`config.mk`:
```
export PLATFORM = sky130hd
export DESIGN_NAME = uv_clk_gate_mc
export DESIGN_NICKNAME = d
export VERILOG_FILES = /design/src/rtl/uv_clk_gate_mc.sv
export SDC_FILE = /design/constraint.sdc
export NUM_CORES = 1
export LEC_CHECK = 0
export BUFFER_PORTS_ARGS = -buffer_cell sky130_fd_sc_hd__buf_2
export CAP_MARGIN = 20
export CORE_MARGIN = 4
export CORE_UTILIZATION = 60
export CTS_CLUSTER_SIZE = 28
export DETAILED_ROUTE_END_ITERATION = 6
export GPL_ROUTABILITY_DRIVEN = 0
export PLACE_DENSITY_LB_ADDON = 0.12
export RECOVER_POWER = 25
export SLEW_MARGIN = 20
export SYNTH_ARGS = -nofsm -noshare
export SYNTH_HDL_FRONTEND = slang
export SYNTH_SLANG_ARGS = --single-unit
```
`constraint.sdc`:
```
create_clock -name clk -period 3.17 [get_ports clk]
set_clock_uncertainty 0.05 [all_clocks]
set_input_delay 0.317 -clock clk [delete_from_list [all_inputs] [get_ports clk]]
set_output_delay 0.317 -clock clk [all_outputs]
set_load 0.02 [all_outputs]
```
`src/rtl/uv_clk_gate_mc.sv`:
```
`default_nettype none
// ============================================================================
//  Module   : uv_clk_gate_mc
//  Brief    : Multi-channel idle-driven clock gate. Each channel runs an
//             ON/IDLE/OFF/WAKE controller that gates its clock after a
//             programmable run of idle cycles and reopens it on activity,
//             force-on or a wake request (acknowledged once stable).
//  Revision : 1.0  initial release
// ============================================================================
module uv_clk_gate_mc #(
  parameter int CH_NUM   = 4,
  parameter int CNT_W    = 8,
  parameter int WAKE_DLY = 2
) (
  input  logic                  clk,
  input  logic                  rst_n,
  input  logic [2*CH_NUM-1:0]   cfg_mode,
  input  logic [CNT_W-1:0]      cfg_idle_thr,
  input  logic [CH_NUM-1:0]     ch_busy,
  input  logic [CH_NUM-1:0]     wake_req,
  output logic [CH_NUM-1:0]     wake_ack,
  output logic [CH_NUM-1:0]     ch_on,
  output logic [CH_NUM-1:0]     clk_out
);

  typedef enum logic [1:0] {
    ST_ON   = 2'd0,
    ST_IDLE = 2'd1,
    ST_OFF  = 2'd2,
    ST_WAKE = 2'd3
  } state_t;

  // Wake counter value on the last WAKE cycle.
  localparam logic [3:0] C_WAKE_LAST = 4'(WAKE_DLY - 1);

  localparam logic [1:0] C_MODE_FORCE_ON  = 2'b01;
  localparam logic [1:0] C_MODE_FORCE_OFF = 2'b10;

  // A zero threshold behaves like one: gate after a single idle cycle.
  logic [CNT_W-1:0] w_thr_eff;
  assign w_thr_eff = (cfg_idle_thr == '0) ? CNT_W'(1) : cfg_idle_thr;

  for (genvar i = 0; i < CH_NUM; i++) begin : g_ch
    state_t           r_state;
    logic [CNT_W-1:0] r_cnt;
    logic [3:0]       r_wcnt;
    logic             r_on;
    logic             r_ack;

    logic [1:0]       w_mode;
    logic             w_force_on;
    logic             w_force_off;
    logic             w_auto;
    logic             w_idle;
    logic             w_wake_cond;
    logic [CNT_W:0]   w_cnt_inc;
    logic [CNT_W-1:0] w_cnt_sat;
    logic             w_thr_hit;

    assign w_mode      = cfg_mode[2*i +: 2];
    assign w_force_on  = (w_mode == C_MODE_FORCE_ON);
    assign w_force_off = (w_mode == C_MODE_FORCE_OFF);
    // Both 00 and 11 mean auto.
    assign w_auto      = ~w_force_on & ~w_force_off;
    assign w_idle      = w_auto & ~ch_busy[i] & ~wake_req[i];
    assign w_wake_cond = wake_req[i] | w_force_on | (w_auto & ch_busy[i]);

    // Compare in CNT_W+1 bits so cnt+1 never wraps before the threshold test.
    assign w_cnt_inc   = {1'b0, r_cnt} + (CNT_W + 1)'(1);
    assign w_cnt_sat   = (&r_cnt) ? r_cnt : (r_cnt + CNT_W'(1));
    assign w_thr_hit   = (w_cnt_inc >= {1'b0, w_thr_eff});

    // Per-channel gating controller with registered enable and ack.
    always_ff @(posedge clk or negedge rst_n) begin
      if (!rst_n) begin
        r_state <= ST_ON;
        r_cnt   <= '0;
        r_wcnt  <= 4'd0;
        r_on    <= 1'b1;
        r_ack   <= 1'b0;
      end else begin
        r_ack <= 1'b0;
        if (w_force_off) begin
          // Force-off wins over everything, including a pending wake request.
          r_state <= ST_OFF;
          r_cnt   <= '0;
          r_on    <= 1'b0;
        end else begin
          case (r_state)
            ST_ON, ST_IDLE: begin
              if (w_force_on || !w_idle) begin
                r_state <= ST_ON;
                r_cnt   <= '0;
                r_on    <= 1'b1;
                // Clock already running: ack right away; the guard keeps a
                // request that is still high one cycle later from re-acking.
                r_ack   <= wake_req[i] & ~r_ack;
              end else if (w_thr_hit) begin
                r_state <= ST_OFF;
                r_cnt   <= '0;
                r_on    <= 1'b0;
              end else begin
                r_state <= ST_IDLE;
                r_cnt   <= w_cnt_sat;
                r_on    <= 1'b1;
              end
            end
            ST_OFF: begin
              if (w_wake_cond) begin
                r_state <= ST_WAKE;
                r_wcnt  <= 4'd0;
                r_on    <= 1'b1;
              end else begin
                r_on    <= 1'b0;
              end
            end
            ST_WAKE: begin
              r_on <= 1'b1;
              if (r_wcnt == C_WAKE_LAST) begin
                r_state <= ST_ON;
                r_cnt   <= '0;
                // Only a requester gets an ack; busy/force-on wakes are silent.
                r_ack   <= wake_req[i];
              end else begin
                r_wcnt  <= r_wcnt + 4'd1;
              end
            end
            default: begin
              r_state <= ST_ON;
              r_cnt   <= '0;
              r_on    <= 1'b1;
            end
          endcase
        end
      end
    end

    assign ch_on[i]    = r_on;
    assign wake_ack[i] = r_ack;

`ifdef FPGA
    // Clock runs ungated; ch_on remains available as a status/enable.
    assign clk_out[i] = clk;
`elsif ASIC
    // Library integrated clock-gate cell, one per channel.
    uv_ckg_cell u_ckg (
      .clk  (clk),
      .en   (r_on),
      .gclk (clk_out[i])
    );
`else
    logic r_en_lat;

    // Enable latch, transparent while clk is low, so clk_out never glitches.
    always_latch begin
      if (!rst_n) begin
        r_en_lat = 1'b1;
      end else if (!clk) begin
        r_en_lat = r_on;
      end
    end

    assign clk_out[i] = clk & r_en_lat;
`endif
  end : g_ch

endmodule
`default_nettype wire

```
==> metrics.txt <==
worst stage delay on the critical path=0.16 ns; CP Capture Type=output pin; Worst-Margin Slew=roughly 1.6 ns; Seq cells post-synth=68; die area=9060 µm²; fin cells=660; first-pass GRT wire length=~18 mm; clk_lat worst skew=0.45 ns; Vias/cell=5.93; initial antenna violation count=0; detailed-route via count=3911; Placeable Area=between 7000 and 8000 µm²; Rows=31; status=finished, violations left; number of global-route vias before repair=between 4000 and 5000; Cells after DPL=624; drt total wl=10.3 mm; CP cell instances=clkbuf_8, clkbuf_8, clkbuf_8, clkbuf_8, clkbuf_8, clkbuf_8, clkbuf_8, and2_4, buf_6; number of I/O port buffers=37; syn_nets=574; Ports=38; area share of the largest cell type after synthesis=32.9%; CTS tree=done; final setup fails=0; share of layout cells above drive strength 1=18.0%; EDFF count, synth=0; DRC viols=0; yosys warns=0; startpoint type of the worst setup path=clock port; initial core utilization=62.2%; commonest cells in the synthesized netlist=nand2_1, dfrtp_1, ha_1; Max FO, Critical Path=2; cells after synthesis=500; Reg clk slew, reported paths=roughly 0.070 ns; max-slew headroom at the worst pin=-7.16%; Layout area overhead=17.6%; Leak=2.60 nW; asr flop ratio synth=94.1%; Yosys top cell by area=dfrtp_1; die height=approximately 95 µm; arrival time at the worst endpoint=2.73 ns; critical path's most frequent cell=clkbuf_8; first-pass iteration count of the detailed router=4; VDD IR max=0.379 mV; Max Cap Viol=1; count leader, synth=nand2_1; Setup WS pre-CTS=0.280 ns; setup bufs post-CTS=0; top area cells in the synthesized netlist=dfrtp_1, ha_1, nand2_1, o21ai_0, a21oi_1; failing checks=max-capacitance violations, max-slew violations; max-slew violation count=31; Nets=629; 1st-iter DRT viols=245; DRT antenna net count=0; Syn Area/Cell=~9 µm²; final worst setup slack=0.0746 ns; pwr dens=just over 700 nW/µm²; Final Hold Vio Count=0; largest net degree at the start of global routing=32; wire length per cell=roughly 16 µm; Congestion Overflow GR=0; CP Class=clock port to output pin; most common flop cell mapped by yosys=dfrtp_1; post-DP HPWL=7.06 mm; worst hold path class=input pin to flop; RSZ-0062 raised after global routing=yes; library cells used by synthesis=67; Critical Path Slowest Stage Cell=and2_4; Cell Area, Synth=4560 µm²; CP required=approximately 2.8 ns; ant diodes=0; die width=95.2 µm; All-Layer GR Usage=~26%
-- layout by cell type, fill, tap and decap left out, types with 5 or more instances in the layout --
cell       count
a211oi_1       7
a21o_1         9
a21oi_1       28
and2_1         5
and3_1        10
buf_2         32
clkbuf_8      26
dfrtp_1       60
ha_1          48
inv_1         26
nand2_1       72
nand2b_1      19
nand3_1       21
nor2_1        19
nor2b_1        7
nor3_1         5
o21ai_0       29
o2bb2ai_1      5
or2_2          5
or3_1          7
xnor2_1       14
xor2_1         8
-- where the power goes --
group | total [W] | internal, W | switching (W)
Combinational | 0.000903 | 0.000350 | 0.000553
Clock | 0.00178 | 0.00119 | 0.000581
Sequential | 0.00117 | 0.00100 | 0.000165
Total | 0.00385 | 0.00255 | 0.00130
-- sequential cells by signal, summed over array words and instances (netlist names) --
register	cells
g_ch.r_on	4
g_ch.r_ack	4
g_ch.r_wcnt	16
g_ch.r_cnt	32
g_ch.r_state	8
g_ch.r_en_lat	4
-- cell families after synthesis --
group / Yosys count / synth area share, %
buf+inv: 40 / 3.98
xor+xnor: 23 / 4.75
flops: 64 / 35.2
compound gates: 117 / 17.6
mux: 1 / 0.247
fa+ha+maj: 49 / 13.4
simple gates: 202 / 23.5
latches: 4 / 1.32
-- layer usage --
layer,up-vias,share of wire [%],global-route usage [%]
li1,1895,-,-
met1,1890,44,32.1
met2,95,48,39.7
met3,31,5.2,9.94
met4,0,3.0,12.7
met5,-,0,0
-- worst max-delay path: cells and delay by family --
kind,cells,cell delay (ns)
AND/OR/NAND/NOR,1,0.16
buffers and inverters,8,0.99
-- stage by stage --
| stage | total power [W] | hold slack, ns | instance area [µm²] | util [%] | TNS [ns] |
|---|---|---|---|---|---|
| global route | 0.00412 | 0.0690 | 5360 | 73.1 | -0.0233 |
| CTS | 0.00379 | 0.0354 | 5340 | 72.8 | 0 |
| floorplan | 0.00196 | -1.32 | 4560 | - | 0 |
| finish | 0.00385 | 0.0893 | 5360 | 73.1 | 0 |
| global placement | 0.00217 | -0.851 | 4800 | 65.5 | 0 |
| detailed placement | 0.00221 | -0.847 | 4800 | 65.5 | 0 |
-- final cells by class --
class	count	area (µm²)
clock buffers	30	399
clock inverters	8	160
fillers	527	1970
inverters	26	97.6
multi-input cells	392	2720
flip-flops and latches	68	1670
well taps	99	124
repair buffers	37	195
-- timing repair --
item,4_1_cts,5_1_grt
endpoints found under the setup margin,0,8
hold buffers,2,0
resized for setup,0,10
hold endpoints to repair,5,0
-- path summary, 6_finish.rpt --
| path | startpoint | endpoint | slack (ns) | cells past startpoint |
|---|---|---|---|---|
| setup / recovery | clk | clk_out[3] | 0.07 | 9 |
| max in group gated | rst_n | clock gate | 1.05 | 4 |
| min in group gated | rst_n | clock gate | 0.18 | 4 |
| setup reg to reg | g_ch[2].r_cnt[0]$_DFFE_PN0P_ | g_ch[2].r_cnt[2]$_DFFE_PN0P_ | 0.25 | 11 |
| hold / removal | wake_req[1] | g_ch[1].r_ack$_DFF_PN0_ | 0.09 | 2 |
| min in group asynchronous | rst_n | g_ch[1].r_ack$_DFF_PN0_ | 0.31 | 2 |
| hold reg to reg | g_ch[1].r_on$_DFF_PN1_ | g_ch[1].r_en_lat$_DLATCH_P_ | 0.37 | 1 |
| max in group asynchronous | rst_n | g_ch[0].r_cnt[2]$_DFFE_PN0P_ | 0.88 | 3 |
Note: power is estimated with default switching activity, not from simulation.
